[config.mk]
export PLATFORM = sky130hd
export DESIGN_NAME = load_store_unit_flat
export DESIGN_NICKNAME = d
export VERILOG_FILES = /design/src/rtl/lsu_pkg.sv /design/src/rtl/lsu_if.sv /design/src/rtl/lsu_align.sv /design/src/rtl/load_store_unit.sv /design/src/flat_wrapper.sv
export SDC_FILE = /design/constraint.sdc
export NUM_CORES = 1
export LEC_CHECK = 0
export ABC_CLOCK_PERIOD_IN_PS = 7400
export CAP_MARGIN = 25
export CORE_UTILIZATION = 30
export CTS_BUF_LIST = sky130_fd_sc_hd__clkbuf_16
export CTS_CLUSTER_SIZE = 30
export DETAILED_ROUTE_END_ITERATION = 8
export GPL_ROUTABILITY_DRIVEN = 0
export GPL_TIMING_DRIVEN = 0
export HOLD_SLACK_MARGIN = 0.05
export PLACE_DENSITY_LB_ADDON = 0.3
export SLEW_MARGIN = 25
export SYNTH_ARGS = -nofsm -noshare
export SYNTH_HDL_FRONTEND = slang
export SYNTH_HIERARCHICAL = 1
export SYNTH_SLANG_ARGS = --single-unit
[constraint.sdc]
create_clock -name clk -period 7.4 [get_ports clk]
set_input_delay 1.11 -clock clk [delete_from_list [all_inputs] [get_ports clk]]
set_output_delay 1.11 -clock clk [all_outputs]
set_load 0.1 [all_outputs]
[src/rtl/lsu_pkg.sv]
// Shared types and constants for the load/store unit.
// The optional alignment trap is LSU_MISALIGN_TRAP_EN (see lsu_align).
package lsu_pkg;

  localparam int XLEN = 32;

  typedef enum logic [2:0] {
    S_IDLE,
    S_ADDR,
    S_CAPT,
    S_WRITE,
    S_DONE
  } state_t;

  localparam logic [2:0] F3_B  = 3'b000;
  localparam logic [2:0] F3_H  = 3'b001;
  localparam logic [2:0] F3_W  = 3'b010;
  localparam logic [2:0] F3_BU = 3'b100;
  localparam logic [2:0] F3_HU = 3'b101;

  localparam logic [XLEN-1:0] WORD_MASK = 32'hFFFF_FFFC;

  function automatic logic [XLEN-1:0] word_align(
    input logic [XLEN-1:0] a
  );
    return a & WORD_MASK;
  endfunction

endpackage

[src/rtl/lsu_if.sv]
// Core request/done handshake plus word memory bus of the LSU.
// slave = LSU side, master = core/memory side.
interface lsu_if;
  import lsu_pkg::*;

  logic            req;
  logic            we;
  logic [2:0]      funct3;
  logic [XLEN-1:0] addr;
  logic [XLEN-1:0] wdata;
  logic            busy;
  logic            done;
  logic [XLEN-1:0] rdata;
  logic            fault;
  logic            mem_we;
  logic [XLEN-1:0] mem_addr;
  logic [XLEN-1:0] mem_wd;
  logic [XLEN-1:0] mem_rd;

  modport slave (
    input  req,
    input  we,
    input  funct3,
    input  addr,
    input  wdata,
    input  mem_rd,
    output busy,
    output done,
    output rdata,
    output fault,
    output mem_we,
    output mem_addr,
    output mem_wd
  );

  modport master (
    output req,
    output we,
    output funct3,
    output addr,
    output wdata,
    output mem_rd,
    input  busy,
    input  done,
    input  rdata,
    input  fault,
    input  mem_we,
    input  mem_addr,
    input  mem_wd
  );

endinterface

[src/rtl/lsu_align.sv]
// Lane extract/extend, sub-word merge and fault decode.
// LSU_MISALIGN_TRAP_EN enables the H/W alignment fault.
module lsu_align
  import lsu_pkg::*;
(
  input  logic            we,
  input  logic [2:0]      funct3,
  input  logic [1:0]      lane,
  input  logic [XLEN-1:0] wdata,
  input  logic [XLEN-1:0] word,
  output logic [XLEN-1:0] load_val,
  output logic [XLEN-1:0] store_val,
  output logic            fault
);

  logic [4:0]  bsh;
  logic [4:0]  hsh;
  logic [7:0]  b;
  logic [15:0] h;
  logic        illegal;
  logic        misalign;

  // halfword lane ignores addr[0]
  assign bsh = {lane, 3'b000};
  assign hsh = {lane[1], 4'b0000};
  assign b   = word[bsh +: 8];
  assign h   = word[hsh +: 16];

  always_comb begin
    load_val = word;
    unique case (1'b1)
      (funct3 == F3_B):  load_val = {{24{b[7]}}, b};
      (funct3 == F3_H):  load_val = {{16{h[15]}}, h};
      (funct3 == F3_BU): load_val = {24'h0, b};
      (funct3 == F3_HU): load_val = {16'h0, h};
      default:           load_val = word;
    endcase
  end

  always_comb begin
    store_val = word;
    unique case (1'b1)
      (funct3 == F3_B): store_val[bsh +: 8] = wdata[7:0];
      (funct3 == F3_H): store_val[hsh +: 16] = wdata[15:0];
      (funct3 == F3_W): store_val = wdata;
      default:          store_val = word;
    endcase
  end

  assign illegal = (funct3 == 3'b011)
                 | (funct3[2:1] == 2'b11)
                 | (we & funct3[2]);

`ifdef LSU_MISALIGN_TRAP_EN
  assign misalign = ((funct3[1:0] == 2'b01) & lane[0])
                  | ((funct3 == F3_W) & (lane != 2'b00));
`else
  assign misalign = 1'b0;
`endif

  assign fault = illegal | misalign;

endmodule

[src/rtl/load_store_unit.sv]
// Load/store bus initiator: word memory port, RMW sub-word stores.
// LSU_MISALIGN_TRAP_EN enables alignment faults for H/W accesses.
module load_store_unit
  import lsu_pkg::*;
(
  input  logic  clk,
  input  logic  rstn,
  lsu_if.slave  bus
);

  state_t state;
  state_t state_nx;

  logic            we_q;
  logic [2:0]      f3_q;
  logic [1:0]      lane_q;
  logic [XLEN-1:0] wdata_q;
  logic            fault_q;
  logic [XLEN-1:0] rdata_q;
  logic [XLEN-1:0] mem_addr_q;
  logic [XLEN-1:0] mem_wd_q;

  logic            idle;
  logic            accept;
  logic            a_we;
  logic [2:0]      a_f3;
  logic [1:0]      a_lane;
  logic [XLEN-1:0] load_val;
  logic [XLEN-1:0] store_val;
  logic            flt;

  assign idle   = (state == S_IDLE);
  assign accept = idle & bus.req;

  // decode live request fields while idle, latched ones after
  assign a_we   = idle ? bus.we          : we_q;
  assign a_f3   = idle ? bus.funct3      : f3_q;
  assign a_lane = idle ? bus.addr[1:0]   : lane_q;

  lsu_align u_align (
    .we        (a_we),
    .funct3    (a_f3),
    .lane      (a_lane),
    .wdata     (wdata_q),
    .word      (bus.mem_rd),
    .load_val  (load_val),
    .store_val (store_val),
    .fault     (flt)
  );

  always_ff @(posedge clk or negedge rstn) begin
    if (!rstn) state <= S_IDLE;
    else       state <= state_nx;
  end

  always_comb begin
    state_nx = state;
    unique case (state)
      S_IDLE: begin
        if (bus.req) begin
          if (flt)                        state_nx = S_DONE;
          else if (!bus.we)               state_nx = S_ADDR;
          else if (bus.funct3 == F3_W)    state_nx = S_WRITE;
          else                            state_nx = S_ADDR;
        end
      end
      S_ADDR:  state_nx = S_CAPT;
      S_CAPT:  state_nx = we_q ? S_WRITE : S_DONE;
      S_WRITE: state_nx = S_DONE;
      S_DONE:  state_nx = S_IDLE;
      default: state_nx = S_IDLE;
    endcase
  end

  always_ff @(posedge clk or negedge rstn) begin
    if (!rstn) begin
      we_q       <= 1'b0;
      f3_q       <= 3'b000;
      lane_q     <= 2'b00;
      wdata_q    <= '0;
      fault_q    <= 1'b0;
      rdata_q    <= '0;
      mem_addr_q <= '0;
      mem_wd_q   <= '0;
    end else begin
      if (accept) begin
        we_q    <= bus.we;
        f3_q    <= bus.funct3;
        lane_q  <= bus.addr[1:0];
        wdata_q <= bus.wdata;
        fault_q <= flt;
        if (!flt) begin
          mem_addr_q <= word_align(bus.addr);
          if (bus.we && bus.funct3 == F3_W)
            mem_wd_q <= bus.wdata;
        end
      end
      // read word lands here: merge for stores, extend for loads
      if (state == S_CAPT) begin
        if (we_q) mem_wd_q <= store_val;
        else      rdata_q  <= load_val;
      end
    end
  end

  assign bus.busy     = ~idle;
  assign bus.done     = (state == S_DONE);
  assign bus.fault    = fault_q;
  assign bus.rdata    = rdata_q;
  assign bus.mem_we   = (state == S_WRITE);
  assign bus.mem_addr = mem_addr_q;
  assign bus.mem_wd   = mem_wd_q;

endmodule

[src/flat_wrapper.sv]
// flat-port wrapper written by rule: the top's interface ports become plain ports
module load_store_unit_flat import lsu_pkg::*;
  (clk, rstn, bus_req, bus_we, bus_funct3, bus_addr, bus_wdata, bus_mem_rd, bus_busy, bus_done, bus_rdata, bus_fault, bus_mem_we, bus_mem_addr, bus_mem_wd);
  lsu_if bus_i ();
  input  logic clk;
  input  logic rstn;
  input wire logic [$bits(bus_i.req)-1:0] bus_req;
  input wire logic [$bits(bus_i.we)-1:0] bus_we;
  input wire logic [$bits(bus_i.funct3)-1:0] bus_funct3;
  input wire logic [$bits(bus_i.addr)-1:0] bus_addr;
  input wire logic [$bits(bus_i.wdata)-1:0] bus_wdata;
  input wire logic [$bits(bus_i.mem_rd)-1:0] bus_mem_rd;
  output wire logic [$bits(bus_i.busy)-1:0] bus_busy;
  output wire logic [$bits(bus_i.done)-1:0] bus_done;
  output wire logic [$bits(bus_i.rdata)-1:0] bus_rdata;
  output wire logic [$bits(bus_i.fault)-1:0] bus_fault;
  output wire logic [$bits(bus_i.mem_we)-1:0] bus_mem_we;
  output wire logic [$bits(bus_i.mem_addr)-1:0] bus_mem_addr;
  output wire logic [$bits(bus_i.mem_wd)-1:0] bus_mem_wd;
  assign bus_i.req = bus_req;
  assign bus_i.we = bus_we;
  assign bus_i.funct3 = bus_funct3;
  assign bus_i.addr = bus_addr;
  assign bus_i.wdata = bus_wdata;
  assign bus_i.mem_rd = bus_mem_rd;
  assign bus_busy = bus_i.busy;
  assign bus_done = bus_i.done;
  assign bus_rdata = bus_i.rdata;
  assign bus_fault = bus_i.fault;
  assign bus_mem_we = bus_i.mem_we;
  assign bus_mem_addr = bus_i.mem_addr;
  assign bus_mem_wd = bus_i.mem_wd;
  load_store_unit u_core (.clk(clk), .rstn(rstn), .bus(bus_i));
endmodule
* Word level (Yosys, flattened, before mapping)
Index checks and enable logic that the tools add are counted.
Operators by class: add/subtract/negate cells 2, equal/unequal tests 12, shift operators 6, multiplexer cells 18, bitwise gates (word level) 7, reductions and logical operators 5
Operators with widths (number):
- 32-bit two-way mux | 5
- 32-bit case mux with 4 select lines | 1
- 32-bit case mux with 3 select lines | 1
- 32-bit bitwise mux | 2
- 16-bit by 7-bit variable shift with 32-bit output, first input constant | 1
- 8-bit by 7-bit variable shift with 32-bit output, first input constant | 1
- 16-bit by 7-bit indexed part select with 32-bit output | 1
- 32-bit by 6-bit indexed part select with 16-bit output | 1
- 32-bit by 6-bit indexed part select with 8-bit output | 1
- 8-bit by 7-bit indexed part select with 32-bit output | 1
- 3-bit by 2-bit == test with 1-bit output, second input constant | 5
- 3-bit two-way mux | 5
- 5-bit negation with 7-bit output | 2
- 3-bit case mux with 4 select lines | 1
- 3-bit == test, second input constant | 3
- 3-bit by 1-bit == test with 1-bit output, second input constant | 2
- 3-bit logical NOT | 2
- 2-bit two-way mux | 2
- 2-bit AND reduction | 2
- 1-bit NOT | 3
- 1-bit AND | 2
- 2-bit == test, second input constant | 1
- 2-bit inequality test, second input constant | 1
- 1-bit bitwise OR | 2
- 2 further kinds | 2
Storage, ports and cells: flip-flop bits (word level) 136, input port bits 103, output and inout port bits 100, logic and storage cells 59

* Logic depth before layout (Yosys ltp)
depth in word-level cells 9, mapped depth 13, mapped depth without buffers 10

* Modules after synthesis
Netlist, hierarchy kept.
Modules (own cells, without submodules):
- load_store_unit | times used 1, cells an instance 518, area each 5938.2 um^2, sequential area each 3403.3 um^2
- lsu_align | times used 1, cells an instance 237, area each 1426.4 um^2, sequential area each 0.0 um^2

* Worst setup path before layout
OpenSTA, ideal clock, no wires.
path type input to register, start input bus_funct3[0], end register u_core.mem_wd_q[1] (netlist: u_core/bus.mem_wd[1]), setup time 82 ps, data arrival time 3849 ps, data required time 7318 ps, path slack 3469 ps, cell stages on the path 12, path buffers 6, path through clkbuf_1 > buf_1 > mux2_2 > buf_2 > clkbuf_1 > a21oi_1 > nor2_1 > nand4bb_1 > clkbuf_1 > buf_1 > o31ai_1 > a31oi_1
On the way: longest elaborated chain between the ends 8, elaborated cells on any way between the ends 15, classes of those cells eq/ne: 4; mux: 7; bitwise: 2; reduce/logical: 2
RTL lines:
- start: declaration | RTL line flat_wrapper.sv:9 | input wire logic [$bits(bus_i.funct3)-1:0] bus_funct3;
- 3-bit two-way mux * | RTL line load_store_unit.sv:37 | assign a_f3 = idle ? bus.funct3 : f3_q;
- net u_core.a_f3[0] | RTL line load_store_unit.sv:26 | logic [2:0] a_f3;
- 3-bit by 2-bit == test with 1-bit output * | RTL line lsu_align.sv:50 | assign illegal = (funct3 == 3'b011)
- 1-bit bitwise OR * | RTL line lsu_align.sv:51 | | (funct3[2:1] == 2'b11)
- 1-bit bitwise OR * | RTL line lsu_align.sv:52 | | (we & funct3[2]);
- net u_core.flt | RTL line load_store_unit.sv:30 | logic flt;
- 32-bit two-way mux * | RTL line load_store_unit.sv:92 | if (!flt) begin
- 32-bit two-way mux * | RTL line load_store_unit.sv:86 | if (accept) begin
- 32-bit two-way mux | RTL line load_store_unit.sv:100 | if (we_q) mem_wd_q <= store_val;
- 32-bit two-way mux * | RTL line load_store_unit.sv:99 | if (state == S_CAPT) begin
- end signal: assignment | RTL line load_store_unit.sv:95 | mem_wd_q <= bus.wdata;
- end signal: assignment | RTL line load_store_unit.sv:100
- end: declaration | RTL line load_store_unit.sv:21 | logic [XLEN-1:0] mem_wd_q;
Mark *: on every way through the listed nets, which the timed path passes. The rest lies on a longest branch. A chain may end at the register's enable or synchronous reset.

* Final worst setup path
start input bus_funct3[0], end register u_core.mem_wd_q[13] (netlist: u_core/bus.mem_wd[13])
The elaborated chain is that of the path after synthesis.

==> results.txt <==
----------------------------------------------------
[Final layout]
  Net count, final ... 1,083
  Utilization of the core after routing ... 43.5%
  Design area ... 10,300 um2
  Layout fillers ... 2,301
  Area of the multi-input gates ... 3570 um2
  Sequential cell area ... 3400 um2
  Fraction of layout cells with a size suffix above 1 ... 16.3%
  Top library cells by usage in the layout, fill and taps aside ... sky130_fd_sc_hd__clkdlybuf4s50_1 (198), sky130_fd_sc_hd__nand2_1 (176), sky130_fd_sc_hd__dfrtp_1 (136), sky130_fd_sc_hd__mux2_2 (61), sky130_fd_sc_hd__nor2_1 (45)
  Area grow syn2layout ... 40.3%
  Most common cell after layout, fill and taps aside ... sky130_fd_sc_hd__clkdlybuf4s50_1

[Route]
  Number of detailed-routing iterations run before antenna repair ... 7
  ANT nets after route ... 0
  Average detailed-routed wire length per instance ... 19.0 um
  Drt initial violations ... a little over 500
  DRC ... 0
  Detailed-route via count ... between 6k and 7k
  WL final ... between 20 and 25 mm
  Detailed-route vias per instance ... about 5.3

[Timing]
  Final worst path period need ... 4.68 ns
  Setup TNS after final layout ... 0 ns
  Number of hold violations in the final report ... 0
  Final slew viol count ... 0
  Max-Slew Margin vs Limit ... 30.1%
  Max Clock Freq ... 213 MHz
  Hold slack ... 0.474 ns
  Unrepaired setup endpoints after global routing ... false
  Worst Tran Pin Value ... about 1.0 ns
  Period utilisation layout ... ~63%
  Setup-failing EPs final ... 0
  Post-route clock skew ... approximately 0.012 ns

[Synth]
  Fraction of the mapped netlist area in compound gates ... between 10% and 20%
  Multiplexer share of the synthesized area ... 10.7%
  Mapped cell area ... 7360 um2
  Post-synth EDFFs ... 0
  Synthesized-area fraction occupied by adder cells ... 0.849%
  Simple logic cell fraction of the synthesized area ... 18.1%
  Average cell area after synthesis ... just under 10 um2
  Largest family of logic cells by synthesized area ... compound AO/OA/AOI/OAI gates
  Number of register bits inferred by synthesis ... ~140
  Ys flop type ... sky130_fd_sc_hd__dfrtp_1
  XOR/XNOR Fraction of Synth Area ... 0%
  Synthesized netlist cell count ... 755
  Warnings, synthesis ... 6
  Register area share after synthesis ... 46.2%
  Async set-or-reset flop fraction in the synthesized netlist ... 100%
  Count of different cell masters after synthesis ... 53

[Floorplanning]
  Die outline width ... 159 um
  FP Rows ... 56
  Die height ... between 150 and 200 um
  Ports ... 203
  Effective utilization at floorplan ... 31.0%
  Area enclosed by the die boundary ... around 25,000 um2
  Area inside the core boundary ... between 20,000 and 25,000 um2

[Worst setup path]
  Critical Path End Type ... flip-flop
  Slack of the worst reg-to-reg path ... about 3.4 ns
  Critical register-to-register path endpoint ... u_core/bus.mem_wd[13]$_DFF_PN0_
  Required @ worst endpoint ... approximately 7.7 ns
  Setup CP Type ... input pin to flip-flop
  Beginning of the worst register-to-register path ... u_core/state[1]$_DFFE_PN0P_
  Sort of element at the start of the critical path ... input pin
  Data arrival time of the critical path ... 5.01 ns
  Maximum fanout along the worst path ... 10
  Worst Reg-to-Reg Cells ... 12

[Global routing]
  Global-route wire length before repair ... between 30 and 40 mm
  Overflow left after global routing ... 0
  Initial antenna violation count ... 1
  GRT Resource Usage Total ... 19.9%
  Via count of the first global-routing pass ... 6,668
  Largest net degree at the start of global routing ... 74

[Clock network]
  Clk root buf ... sky130_fd_sc_hd__clkbuf_16
  Deepest level of the CTS H-tree ... 4
  Post-CTS clock slew at the launch and capture registers of the worst setup and hold paths ... 0.06 ns
  Num Clock Sinks ... 136
  Count of cells resized by post-cts repair ... 0
  Bufs on Longest Clock Path ... 2
  Post-CTS setup buffers ... 0
  Clock tree from TritonCTS ... yes
  Number of buffers added to fix hold violations after cts ... 0
  Clk Latency, worst-skew pair ... 0.42 ns
  Clock buffers created by TritonCTS ... 17

[Flow run]
  Max capacitance violation total ... 0

[Worst hold path]
  Launch point of the worst hold path ... u_core/lane_q[0]$_DFFE_PN0N_
  Hold-critical path depth ... 2
  Worst hold path type ... flip-flop to flip-flop
  Hold endpoint ... u_core/lane_q[0]$_DFFE_PN0N_

[Placement]
  PortBufs ... 199
  Placed instance area ... 9790 um2
  DPL Wire Length ... 18.7 mm

[Run status]
  Result of the run ... finished, final reports clean

----------------------------------------------------
worst max-delay path by stage:
stage | depth (start not counted) | from | end
finish | 12 | bus_funct3[0] | u_core/bus.mem_wd[13]$_DFF_PN0_
global route | 12 | bus_funct3[0] | u_core/bus.mem_wd[27]$_DFF_PN0_
CTS | 12 | bus_funct3[0] | u_core/bus.mem_wd[13]$_DFF_PN0_
detailed placement | 12 | bus_funct3[0] | u_core/bus.mem_wd[13]$_DFF_PN0_
global placement | 1 | rstn | u_core/bus.mem_addr[11]$_DFFE_PN0P_
floorplan | 12 | bus_funct3[0] | u_core/bus.mem_wd[1]$_DFF_PN0_
through the flow:
step | setup slack [ns] | instances
floorplan | 3.47 | 756
global placement | -0.505 | 1274
detailed placement | 2.32 | 1275
CTS | 2.75 | 1303
global route | 2.46 | 1303
finish | 2.72 | 1304
worst max-delay path, stage by stage:
cell and delay, ns:
sky130_fd_sc_hd__clkbuf_1 0.34, sky130_fd_sc_hd__buf_1 0.59, sky130_fd_sc_hd__mux2_2 0.39, sky130_fd_sc_hd__buf_2 0.23
sky130_fd_sc_hd__clkbuf_1 0.39, sky130_fd_sc_hd__a21oi_1 0.16, sky130_fd_sc_hd__nor2_1 0.34, sky130_fd_sc_hd__nand4bb_1 0.21
sky130_fd_sc_hd__clkbuf_1 0.30, sky130_fd_sc_hd__buf_1 0.60, sky130_fd_sc_hd__o31ai_2 0.10, sky130_fd_sc_hd__a31oi_1 0.23
metal layers:
metal | up-vias | part of all wire (%) | GRT usage, %
met5 | - | 0 | 0
met4 | 0 | 2.8 | 7.51
met3 | 51 | 8.6 | 5.42
met2 | 307 | 46 | 31.5
met1 | 3347 | 43 | 25.8
li1 | 3159 | - | -
area by class of cell:
type	instances	share of cell area (%)
Multi-Input combinational cell	539	34.5
Sequential cell	136	32.9
Timing Repair Buffer	200	19.6
Clock buffer	17	4.12
Tap cell	319	3.86
Buffer	66	3.31
Clock inverter	11	1.09
Inverter	15	0.545
Antenna cell	1	0.0242
synth_stat cells (all sizes together) (3+ instances only):
| master | instances | area share (%) |
|---|---|---|
| nand2 | 176 | 9.0 |
| dfrtp | 136 | 46 |
| mux2 | 67 | 10 |
| nor2 | 45 | 2.3 |
| a31oi | 35 | 3.0 |
| buf | 35 | 3.1 |
| nand4 | 33 | 2.8 |
| o31ai | 33 | 5.3 |
| clkbuf | 31 | 1.6 |
| a22oi | 24 | 2.4 |
| o21ai | 23 | 1.6 |
| a22o | 15 | 1.8 |
| a221o | 14 | 1.9 |
| inv | 14 | 0.71 |
| a21oi | 13 | 0.88 |
| nor3 | 8 | 0.70 |
| a32oi | 7 | 0.83 |
| nor2b | 6 | 0.51 |
| ha | 5 | 0.85 |
| nor3b | 4 | 0.48 |
| or2 | 3 | 0.25 |
state kept, by name, indices dropped and copies added (netlist names):
name                 flops
u_core/bus.fault         1
u_core/bus.mem_addr     30
u_core/bus.mem_wd       32
u_core/bus.rdata        32
u_core/f3_q              3
u_core/lane_q            2
u_core/state             3
u_core/wdata_q          32
u_core/we_q              1
kinds of logic after synthesis:
| group | after synthesis |
|---|---|
| simple gates | 291 |
| buf+inv | 81 |
| compound gates | 172 |
| other cells | 1 |
| fa+ha+maj | 5 |
| flops | 136 |
| mux | 69 |
Power is not shown: default switching activity piles up to over one toggle a cycle in this logic, so the estimate is an artifact.
